===== src/rtl/out_port_arbiter_pkg.sv =====
// out_port_arbiter_pkg
//   Shared constants and types for the router output-port arbiter.
//   PORT / PORT_P1 mirror the router-wide port count (PORT_P1 = number of
//   input ports feeding each output).
//   Optional feature macro: ARB_PKT_LOCK_EN (define for packet-locked
//   wormhole arbitration; leave undefined for flit-level arbitration).
package out_port_arbiter_pkg;

    localparam int PORT    = 4;
    localparam int PORT_P1 = PORT + 1;

    typedef enum logic {
        ARB_IDLE   = 1'b0,
        ARB_LOCKED = 1'b1
    } arb_state_t;

endpackage


===== src/rtl/out_port_arbiter_rr_pick.sv =====
// rr_pick
//   Combinational round-robin picker. Searches (req & mask) starting at
//   index ptr, wrapping modulo NPORT; the first set bit wins.
//   Ports:
//     req   in  NPORT          request vector
//     ptr   in  clog2(NPORT)   highest-priority index
//     mask  in  NPORT          1 = request bit eligible
//     grant out NPORT          one-hot winner (all-zero if none)
//     found out 1              a winner exists
module rr_pick
    import out_port_arbiter_pkg::*;
#(
    parameter int NPORT = PORT_P1
) (
    input  logic [NPORT-1:0]         req,
    input  logic [$clog2(NPORT)-1:0] ptr,
    input  logic [NPORT-1:0]         mask,
    output logic [NPORT-1:0]         grant,
    output logic                     found
);

    localparam int PTR_W = $clog2(NPORT);

    logic [PTR_W:0]   sum;
    logic [PTR_W-1:0] idx;

    always_comb begin
        grant = '0;
        found = 1'b0;
        sum   = '0;
        idx   = '0;
        for (int unsigned i = 0; i < NPORT; i++) begin
            sum = {1'b0, ptr} + (PTR_W+1)'(i);
            if (sum >= (PTR_W+1)'(NPORT)) begin
                sum = sum - (PTR_W+1)'(NPORT);
            end
            idx = sum[PTR_W-1:0];
            if (!found && req[idx] && mask[idx]) begin
                grant[idx] = 1'b1;
                found      = 1'b1;
            end
        end
    end

endmodule


===== src/rtl/out_port_arbiter.sv =====
// out_port_arbiter
//   Per-output-port switch arbiter for the 5-port wormhole router. Picks one
//   requesting input round-robin and drives a registered one-hot crossbar
//   select, holding it until the packet is released.
//   Ports:
//     clk        in  1      router clock
//     rst_       in  1      synchronous active-low reset
//     req        in  NPORT  input i has a head flit routed to this output
//     tail       in  NPORT  input i's head flit is a tail
//     ready      in  1      downstream credit available
//     sel        out NPORT  registered one-hot crossbar select (0 = no grant)
//     xfer       out 1      a flit crosses this output this cycle
//     xfer_tail  out 1      xfer and the flit is a tail
//   Macro ARB_PKT_LOCK_EN: defined -> grant held until the tail transfers;
//   undefined -> every transfer releases the grant (flit-level arbitration).
module out_port_arbiter
    import out_port_arbiter_pkg::*;
#(
    parameter int NPORT   = PORT_P1,
    parameter int RST_PTR = 0
) (
    input  logic             clk,
    input  logic             rst_,
    input  logic [NPORT-1:0] req,
    input  logic [NPORT-1:0] tail,
    input  logic             ready,
    output logic [NPORT-1:0] sel,
    output logic             xfer,
    output logic             xfer_tail
);

    localparam int PTR_W = $clog2(NPORT);

    arb_state_t       state_q, state_d;
    logic [NPORT-1:0] sel_q, sel_d;
    logic [PTR_W-1:0] g_q, g_d;
    logic [PTR_W-1:0] ptr_q, ptr_d;

    logic [NPORT-1:0] tail_eff;
    logic             release_pkt;
    logic [PTR_W-1:0] g_inc;
    logic [PTR_W-1:0] pick_ptr;
    logic [NPORT-1:0] pick_mask;
    logic [NPORT-1:0] win;
    logic             found;

    function automatic logic [PTR_W-1:0] to_idx(input logic [NPORT-1:0] oh);
        logic [PTR_W-1:0] r;
        r = '0;
        for (int unsigned i = 0; i < NPORT; i++) begin
            if (oh[i]) begin
                r = r | PTR_W'(i);
            end
        end
        return r;
    endfunction

`ifdef ARB_PKT_LOCK_EN
    assign tail_eff = tail;
`else
    // Flit-level mode: every flit is treated as a tail, so tail is ignored.
    assign tail_eff = tail | {NPORT{1'b1}};
`endif

    assign sel         = sel_q;
    assign xfer        = (|(sel_q & req)) & ready;
    assign xfer_tail   = xfer & tail_eff[g_q];
    assign release_pkt = (state_q == ARB_LOCKED) && xfer && tail_eff[g_q];
    assign g_inc       = (g_q == PTR_W'(NPORT-1)) ? '0 : g_q + PTR_W'(1);

    // One picker serves both paths: IDLE searches from ptr over all requests;
    // a release searches from g+1 with the releasing input masked off
    // (sel_q is onehot(g) while locked).
    assign pick_ptr  = release_pkt ? g_inc  : ptr_q;
    assign pick_mask = release_pkt ? ~sel_q : '1;

    rr_pick #(
        .NPORT (NPORT)
    ) u_rr_pick (
        .req   (req),
        .ptr   (pick_ptr),
        .mask  (pick_mask),
        .grant (win),
        .found (found)
    );

    always_comb begin
        state_d = state_q;
        sel_d   = sel_q;
        g_d     = g_q;
        ptr_d   = ptr_q;
        case (state_q)
            ARB_IDLE: begin
                if (found) begin
                    sel_d   = win;
                    g_d     = to_idx(win);
                    state_d = ARB_LOCKED;
                end
            end
            ARB_LOCKED: begin
                if (release_pkt) begin
                    ptr_d = g_inc;
                    if (found) begin
                        sel_d = win;
                        g_d   = to_idx(win);
                    end else begin
                        sel_d   = '0;
                        state_d = ARB_IDLE;
                    end
                end
            end
            default: begin
                sel_d   = '0;
                state_d = ARB_IDLE;
            end
        endcase
    end

    always_ff @(posedge clk) begin
        if (!rst_) begin
            state_q <= ARB_IDLE;
            sel_q   <= '0;
            g_q     <= '0;
            ptr_q   <= PTR_W'(RST_PTR);
        end else begin
            state_q <= state_d;
            sel_q   <= sel_d;
            g_q     <= g_d;
            ptr_q   <= ptr_d;
        end
    end

endmodule


===== config.mk =====
export PLATFORM = sky130hd
export DESIGN_NAME = out_port_arbiter
export DESIGN_NICKNAME = d
export VERILOG_FILES = /design/src/rtl/out_port_arbiter_pkg.sv /design/src/rtl/out_port_arbiter_rr_pick.sv /design/src/rtl/out_port_arbiter.sv
export SDC_FILE = /design/constraint.sdc
export NUM_CORES = 1
export LEC_CHECK = 0
export CORE_MARGIN = 3
export CORE_UTILIZATION = 40
export CTS_BUF_LIST = sky130_fd_sc_hd__clkbuf_16
export DETAILED_ROUTE_END_ITERATION = 12
export PLACE_DENSITY = 0.57
export SYNTH_ARGS = -nofsm -noshare
export SYNTH_HDL_FRONTEND = slang
export SYNTH_SLANG_ARGS = --single-unit

===== constraint.sdc =====
create_clock -name clk -period 7.7 [get_ports clk]
set_input_delay 2.31 -clock clk [delete_from_list [all_inputs] [get_ports clk]]
set_output_delay 2.31 -clock clk [all_outputs]
set_load 0.005 [all_outputs]

Yosys cells after proc, flatten, opt, wreduce, memory -nomap -nowiden. Memories as Yosys holds them, arrays and structs flattened. A register that Yosys moved wholly into a read port is not among the register bits. Index checks and enable logic that the tools add are counted.

Add/subtract/negate cells: 10. Magnitude comparators: 16. Equality and inequality tests: 3. Muxes and demuxes: 65. Bitwise gates (word level): 9. Reduce and logical (&&, ||, !) cells: 22.

Operators by type and width (number): 5-bit 2-to-1 mux (9); 3-bit 2-to-1 mux (12); 1-bit binary-select mux with 3-bit select (10); 3-bit by 4-bit less-than comparator with 1-bit output (second input constant) (6); 1-bit 2-to-1 mux (24); 5-bit OR (4); 4-bit by 3-bit >= comparator with 1-bit output (second input constant) (4); 1-bit logical AND (16); 1-bit demux with 3-bit select (5); 3-bit by 1-bit >= comparator with 1-bit output (second input constant) (5); 3-bit subtractor (second input constant) (5); 5-bit case mux with 2 select lines (1); 3-bit by 2-bit adder with 4-bit output (second input constant) (2); 3-bit case mux with 2 select lines (1); 5-bit bitwise AND (1); 5-bit NOT (1); 5-bit OR reduction (1); 3-bit by 1-bit adder with 4-bit output (second input constant) (1); 3-bit by 3-bit adder with 4-bit output (second input constant) (1); 1-bit logical NOT (4); 2-bit 2-to-1 mux (2); 3-bit by 1-bit adder with 3-bit output (second input constant) (1); 3-bit == test (second input constant) (1); 3-bit >= comparator (second input constant) (1); other kinds (6) (7).

Register bits after elaboration: 12. ROM bits: 8. Input bits: 13. Output and inout port bits: 7. Logic and storage cells: 130. Memories kept: 1.

Memories: (no name shown) (depth 8, width 1, read ports 1, clocked after memory_dff 1, wr ports 0, RTL line out_port_arbiter.sv:68) `assign release_pkt = (state_q == ARB_LOCKED) && xfer && tail_eff[g_q];`.

Logic depth before layout (Yosys ltp). Gate-level depths: netlist (run 1).

Depth in word-level cells: 37. Gate-level depth with buffers: 19. Mapped depth without buffers: 17.

Cells and area by module. From an unflattened synthesis (run 1), not the netlist that was laid out.

Cells, all modules: 278. Area total of the unflattened synthesis: 2014.4 sq um.

Modules (own cells, without submodules): rr_pick (times used 1, cells an instance 216, area an instance 1448.9 sq um, seq. area each 0.0 sq um); out_port_arbiter (times used 1, cells an instance 62, area an instance 565.5 sq um, seq. area each 240.2 sq um).

Worst setup path before layout (run 1). Ideal clock, no wire load.

Kind: input -> register. Start: input req[1]. End: register g_q[1]. Setup time: 0.086 ns. Arrival: 6.027 ns. Required time: 7.614 ns. Path slack: 1.587 ns. Cell stages on the path: 18. Path buffers: 2. Cell sequence: a222oi_1 -> buf_4 -> a21o_4 -> buf_6 -> a22oi_4 -> inv_2 -> ha_1 -> inv_1 -> fa_1 -> a21oi_1 -> nor2_1 -> a22oi_2 -> o221a_1 -> o22ai_1 -> or4b_1 -> a32oi_2 -> nor4_2 -> a211oi_1.

Cells in the longest elaborated chain, start to end: 34. Elaborated cells on any way between the ends: 105. Classes of those cells: 9 x add/sub; 15 x order compare; 1 x eq/ne; 53 x mux; 6 x bitwise; 21 x reduce/logical.

RTL lines: start: declaration (RTL line out_port_arbiter.sv:24) `input logic [NPORT-1:0] req,`; 5-bit bitwise AND (*) (RTL line out_port_arbiter.sv:66) `assign xfer = (|(sel_q & req)) & ready;`; 5-bit OR reduction (*) (RTL line out_port_arbiter.sv:66); 1-bit bitwise AND (*) (RTL line out_port_arbiter.sv:66); 1-bit logical AND (*) (2 in a row) (RTL line out_port_arbiter.sv:68); 3-bit 2-to-1 mux (*); named net pick_ptr[1] (RTL line out_port_arbiter.sv:42) `logic [PTR_W-1:0] pick_ptr;`; parallel branches: the longest is 25 deep, another holds 3-bit by 1-bit adder with 4-bit output; 3-bit 2-to-1 mux (*) (RTL line out_port_arbiter.sv:94, out_port_arbiter.sv:103); 3-bit 2-to-1 mux (RTL line out_port_arbiter.sv:101) `if (release_pkt) begin`; 3-bit case mux with 2 select lines (*) (RTL line out_port_arbiter.sv:92) `case (state_q)`; end signal: assignment (RTL line out_port_arbiter.sv:128) `g_q <= g_d;`; end: declaration (RTL line out_port_arbiter.sv:36) `logic [PTR_W-1:0] g_q, g_d;`.

Mark *: on every way through the listed nets, which the timed path passes. The select of a mux whose other input is x is not followed. A chain may end at the register's enable or synchronous reset.

Final worst setup path (run 1).
Start: input req[2]. End: register g_q[1].

Cells in the longest elaborated chain, start to end: 34. Elaborated cells on any way between the ends: 105. Classes of those cells: 9 x add/sub; 15 x order compare; 1 x eq/ne; 53 x mux; 6 x bitwise; 21 x reduce/logical.

RTL lines: parallel branches: the longest is 34 deep, another holds 3-bit by 1-bit adder with 4-bit output.

Several ways; the timed one is not identified. The select of a mux whose other input is x is not followed.

==> impl_metrics.env, run 1 <==
export IMPL_outcome="finished, final reports clean"
export IMPL_antenna_found_initial=0
export IMPL_path_depth=17
export IMPL_reg2reg_depth=16
export IMPL_root_buffer="clkbuf_16"
export IMPL_syn_inst=293
export IMPL_layout_cells_non_filler=376
export IMPL_crit_chain="clkdlybuf4s50_1 -> a222oi_1 -> buf_4 -> a21oi_2 -> mux2i_4 -> inv_1 -> ha_1 -> nand2b_1 -> nand3_1 -> nor2_1 -> a41oi_1 -> a211oi_1 -> a211oi_4 -> or4b_1 -> a32oi_2 -> nor4_2 -> a211oi_1"
export IMPL_slew_headroom=0.477
export IMPL_ys_async_sr_fraction=0
export IMPL_synth_top_area_frac=0.108
export IMPL_clockBufferDepth=2
export IMPL_rsz0062_at_grt="no"
export IMPL_fin_setup_tns_ns=0
export IMPL_power_density_mw_per_mm2=502
export IMPL_place_inst=372
export IMPL_via_count=2416
export IMPL_final_nets=331
export IMPL_max_clock_freq_mhz=145
export IMPL_crit_path_end="g_q[1]"
export IMPL_ys_warn_count=0
export IMPL_end_kind="flip-flop"
export IMPL_clock_latency_ns=0.24
export IMPL_insertedDiodeCount=0
export IMPL_grt_pass1_vias=2222
export IMPL_max_stage_delay_ns=0.55
export IMPL_r2r_slack_ns=2.99
export IMPL_drive_above_1_share=0.121
export IMPL_synth_area_leaders="dfxtp_1 (11%), ha_1 (5.6%), a21oi_1 (5.2%)"
export IMPL_grt_ovfl_total=0
export IMPL_grt_pass1_wl_um=11600
export IMPL_crit_path_top_delay_cell="clkdlybuf4s50_1"
export IMPL_synth_cell_types=83
export IMPL_ys_seq_area_frac=0.108
export IMPL_area_delta_synth_final_pct=12.9
export IMPL_avgSynthCellArea_um2=7.61
export IMPL_ios=20
export IMPL_cts_resized=0
export IMPL_cts_inserted_buffers=3
export IMPL_htree_levels=1
export IMPL_cp_required_ns=7.85
export IMPL_dieWidth_um=80.7
export IMPL_synthSimpleGateAreaFrac=0.257
export IMPL_synth_main_ff_cell="dfxtp_1"
export IMPL_core_rowCount=26
export IMPL_clk_pin_slew_ns=0.04
export IMPL_track_usage=0.232
export IMPL_die_height_um=80.7
export IMPL_finalWorstSetupSlack_ns=0.793
export IMPL_startpoint_type="input port"
export IMPL_synth_seq_cells=12
export IMPL_max_cap_violations=0
export IMPL_crit_path_max_fanout=10
export IMPL_drt_pass1_iter_count=5
export IMPL_period_needed_ns=6.91
export IMPL_timing_final_crit_share=0.897
export IMPL_worstSetupPathType="input port to flip-flop"
export IMPL_muxShareOfSynthArea=0.0477
export IMPL_drt_wl_total_um=7250
export IMPL_synth_top_family_by_area="compound AO/OA/AOI/OAI gates"
export IMPL_multi_input_area_mm2=0.00187
export IMPL_synth_xor_area_frac=0.0157
export IMPL_drc=0
export IMPL_cts_setup_buffers=0
export IMPL_drtAntennaViolNets=0
export IMPL_die_area_mm2=0.00651
export IMPL_ir_worst_vdd_uv=222
export IMPL_synth_fa_ha_area_frac=0.0651
export IMPL_setup_viol=0
export IMPL_syn_cell_area_mm2=0.00223
export IMPL_dpl_hpwl_um=5790
export IMPL_routedWlPerCell_um=19.3
export IMPL_grt_max_degree=14
export IMPL_worst_hold_slack_ns=0.544
export IMPL_yosysTopAreaCell="dfxtp_1"
export IMPL_portBuffers=14
export IMPL_hold_viol=0
export IMPL_holdBufCountCts=0
export IMPL_via_per_inst=6.43
export IMPL_worst_pin_slew_ns=0.778
export IMPL_r2r_end="g_q[1]"
export IMPL_design_core_area_mm2=0.00524
export IMPL_n_fill_cell=529
export IMPL_final_core_util=0.481
export IMPL_hold_class="flip-flop to flip-flop"
export IMPL_cp_num_buf_inv=3
export IMPL_reg2reg_from="sel[1]"
export IMPL_synth_edf_count=0
export IMPL_slew_violations=0
export IMPL_leakage_nw=0.941
export IMPL_first_iter_violations=183
export IMPL_arrival_ns=7.06
export IMPL_cp_top_family="compound AO/OA/AOI/OAI gates"
export IMPL_synth_compound_area_frac=0.453
export IMPL_start_util=0.426
export IMPL_skew_ns=0.00105
export IMPL_cts_tree="done"
export IMPL_syn_nets=317
export IMPL_gp_congestion=0.940
export IMPL_crit_top_cell="a211oi_1"
export IMPL_cts_sinks=12
export IMPL_cp_startpoint="req[2]"
export IMPL_dp_slack_ns=0.644
export IMPL_regArea_um2=240
[layout make-up]
type | instances | share of cell area
clock buffers | 3 | 0.0298
clock inverters | 1 | 0.00149
flip-flops and latches | 12 | 0.0954
well taps | 70 | 0.0348
repair buffers | 21 | 0.0765
inverters | 13 | 0.0194
multi-input cells | 256 | 0.743
[report_power, final]
| group | internal (mW) | leakage, nW | switching (mW) | total [mW] |
|---|---|---|---|---|
| Sequential | 0.0806 | 0.0981 | 0.0275 | 0.108 |
| Combinational | 0.417 | 0.804 | 0.642 | 1.06 |
| Clock | 0.0683 | 0.0385 | 0.0270 | 0.0953 |
[worst min-delay path, cell delays in order (launching register included)]
cell	delay, ns
dfxtp_1	0.32
a21oi_1	0.11
a211oi_1	0.06
[cells in the mapped netlist, drive strengths merged (3+ instances only)]
cell	number
a21oi	25
nor3	9
and2	7
nand3	10
inv	12
xor2	3
nor4	3
o21a	3
a31oi	4
o22a	4
dfxtp	12
clkbuf	4
ha	10
a32oi	5
buf	7
a21boi	3
o21ai	12
o22ai	4
nand4	3
a21o	5
nand2	30
a22oi	8
mux2i	9
nand2b	8
o211ai	8
and3	5
nor2	22
a211oi	16
[registers in the layout (all words and copies together) (netlist names)]
signal   cells
state_q      1
ptr_q        3
sel          5
g_q          3
[how the worst min path moves through the flow]
| stage | slack, ns | startpoint | to | cells past startpoint |
|---|---|---|---|---|
| floorplan | 0.50 | g_q[2] | g_q[2] | 2 |
| global placement | 0.53 | g_q[2] | g_q[2] | 2 |
| detailed placement | 0.53 | g_q[2] | g_q[2] | 2 |
| CTS | 0.55 | g_q[2] | g_q[2] | 2 |
| global route | 0.61 | sel[3] | sel[3] | 2 |
| finish | 0.54 | g_q[1] | g_q[1] | 2 |
[layer usage]
metal	share of wire	vias to the layer above	global-route usage
met4	0.024	0	0.0574
met3	0.075	16	0.0224
met1	0.46	1110	0.337
met2	0.44	111	0.364
li1	-	1179	-
met5	0	-	0
[through the flow]
stage	power [mW]	area (µm²)
floorplan	0.893	2230
global placement	1.15	2440
detailed placement	1.15	2440
CTS	1.25	2520
global route	1.37	2520
finish	1.26	2520
[cell usage in the layout, fill, tap and decap left out, drive strengths merged, types with 9 or more instances in the layout]
master / Yosys / layout
clkdlybuf4s50: 0 / 14
mux2i: 9 / 9
nor3: 9 / 9
nor2: 22 / 22
inv: 12 / 12
a21oi: 25 / 25
nand3: 10 / 10
ha: 10 / 10
a211oi: 16 / 16
dfxtp: 12 / 12
o21ai: 12 / 12
nand2: 30 / 30
[cells by family (layout without fill, tap and decap cells)]
group | Yosys count | after routing
AOI/OAI and AO/OA | 122 | 122
xor gates and xnor gates | 4 | 4
adders and majority gates | 11 | 11
buffers and inverters | 25 | 38
DFF | 12 | 12
muxes | 9 | 9
and+or+nand+nor | 110 | 110
(Power assumes the default switching activity.)
==> run 2, diff against run 1 <==
CTS_CLUSTER_DIAMETER = 30   (was default)
GPL_TIMING_DRIVEN = 0   (was default)
==> impl_metrics.env, run 2 (synthesis results as in run 1) <==
export IMPL_power_density_mw_per_mm2=500
export IMPL_hold_viol=0
export IMPL_period_needed_ns=7.23
export IMPL_skew_ns=0.000485
export IMPL_max_stage_delay_ns=0.56
export IMPL_dpl_hpwl_um=5780
export IMPL_swShare=0.560
export IMPL_final_common_cell="nand2_1"
export IMPL_drc=0
export IMPL_core_rowCount=26
export IMPL_slew_headroom=0.425
export IMPL_antenna_found_initial=0
export IMPL_cts_setup_buffers=0
export IMPL_worstSetupPathType="input port to flip-flop"
export IMPL_rsz0062_at_grt="no"
export IMPL_crit_path_top_delay_cell="a21oi_1"
export IMPL_drt_pass1_iter_count=5
export IMPL_p_seq_frac=0.088
export IMPL_slew_violations=0
export IMPL_cts_sinks=12
export IMPL_htree_levels=1
export IMPL_clock_latency_ns=0.24
export IMPL_cts_resized=0
export IMPL_grt_ovfl_total=0
export IMPL_crit_path_max_fanout=12
export IMPL_cp_required_ns=7.85
export IMPL_clkPwrFrac=0.075
export IMPL_setup_viol=0
export IMPL_internal_power_uw=558
export IMPL_cts_tree="done"
export IMPL_drtAntennaViolNets=0
export IMPL_reg2reg_depth=17
export IMPL_layout_cells_non_filler=381
export IMPL_mostFrequentLayoutCells="nand2_1 (29), a21oi_1 (23), nor2_1 (22)"
export IMPL_grt_pass1_vias=2306
export IMPL_startpoint_type="input port"
export IMPL_hp_start="g_q[2]"
export IMPL_largest_reg_flops=5
export IMPL_first_iter_violations=257
export IMPL_area_delta_synth_final_pct=13.7
export IMPL_gp_congestion=0.929
export IMPL_routedWlPerCell_um=19.2
export IMPL_outcome="finished, final reports clean"
export IMPL_root_buffer="clkbuf_16"
export IMPL_r2r_slack_ns=2.63
export IMPL_start_util=0.426
export IMPL_hold_depth=2
export IMPL_reg2reg_from="g_q[0]"
export IMPL_max_clock_freq_mhz=138
export IMPL_end_kind="flip-flop"
export IMPL_crit_chain="clkdlybuf4s50_1 -> a222oi_1 -> buf_4 -> a21o_4 -> buf_6 -> a22oi_4 -> inv_2 -> ha_1 -> inv_1 -> fa_1 -> a21oi_1 -> nor2_1 -> a22oi_2 -> o221a_1 -> o22ai_1 -> or4b_1 -> a32oi_2 -> nor4_2 -> a211oi_1"
export IMPL_worst_pin_slew_ns=0.854
export IMPL_place_inst=377
export IMPL_final_nets=336
export IMPL_holdPathEnd="g_q[2]"
export IMPL_r2r_end="g_q[0]"
export IMPL_via_count=2491
export IMPL_leakage_nw=0.953
export IMPL_dieWidth_um=80.7
export IMPL_die_area_mm2=0.00651
export IMPL_cts_inserted_buffers=3
export IMPL_switching_power_uw=711
export IMPL_drive_above_1_share=0.122
export IMPL_hold_class="flip-flop to flip-flop"
export IMPL_holdBufCountCts=0
export IMPL_track_usage=0.238
export IMPL_via_per_inst=6.54
export IMPL_max_cap_violations=0
export IMPL_insertedDiodeCount=0
export IMPL_clk_pin_slew_ns=0.04
export IMPL_fin_setup_tns_ns=0
export IMPL_ir_worst_vdd_uv=233
export IMPL_comb_power_share=0.837
export IMPL_drt_wl_total_um=7330
export IMPL_clockBufferDepth=2
export IMPL_portBuffers=14
export IMPL_grt_max_degree=13
export IMPL_ios=20
export IMPL_arrival_ns=7.39
export IMPL_timing_final_crit_share=0.939
export IMPL_design_core_area_mm2=0.00524
export IMPL_grt_pass1_wl_um=11800
export IMPL_die_height_um=80.7
run 2: cell count changes in the layout (fill, tap and decap cells not counted):
cell,delta
buf_4,-5
clkbuf_1,+3
dlygate4sd1_1,+1
buf_2,+4
clkbuf_2,+1
buf_6,+1
run 2: cell type report:
| cell class | instances | area (µm²) |
|---|---|---|
| Fill cell | 536 | 2700 |
| Clock inverter | 1 | 3.75 |
| Tap cell | 70 | 87.6 |
| Buffer | 12 | 71.3 |
| Multi-Input combinational cell | 256 | 1870 |
| Clock buffer | 3 | 75.1 |
| Timing Repair Buffer | 14 | 140 |
| Sequential cell | 12 | 240 |
| Inverter | 13 | 48.8 |
run 2: through the flow:
stage	worst slack (ns)	total power [mW]	area, µm²	utilization	hold slack, ns
after global routing	0.193	1.37	2540	0.484	0.582
after floorplan	1.59	0.893	2230	-	0.495
after global placement	0.259	1.15	2460	0.469	0.518
after CTS	0.486	1.25	2540	0.484	0.535
after detailed placement	0.251	1.15	2460	0.469	0.529
final	0.468	1.27	2540	0.484	0.534
run 2: worst max path at each step:
stage,startpoint,end,slack [ns],cells after the start
6_report,req[1],g_q[1],0.47,19
5_1_grt,req[1],g_q[1],0.19,17
4_1_cts,req[1],g_q[1],0.49,19
3_5_place_dp,req[1],g_q[1],0.25,19
3_3_place_gp,req[1],g_q[1],0.26,19
2_1_floorplan,req[1],g_q[1],1.59,18
run 2: worst max-delay path: cells and delay by family:
kind / cells / cell delay, ns
compound gates: 9 / 2.51
fa+ha+maj: 2 / 0.60
buf+inv: 5 / 1.14
simple gates: 3 / 0.82
run 2: power by group through the flow:
stage | Combinational [mW] | Sequential, mW | Clock [mW]
2_1_floorplan | 0.792 | 0.102 | 0
3_3_place_gp | 1.04 | 0.112 | 0
3_5_place_dp | 1.04 | 0.113 | 0
4_1_cts | 1.04 | 0.112 | 0.0973
5_1_grt | 1.16 | 0.114 | 0.0980
6_report | 1.06 | 0.112 | 0.0948
run 2: per-layer routing:
| metal | wire, µm | GRT usage |
|---|---|---|
| met1 | 3210 | 0.336 |
| met4 | 225 | 0.0929 |
| met2 | 3180 | 0.360 |
| met3 | 711 | 0.0336 |
| met5 | 0 | 0 |
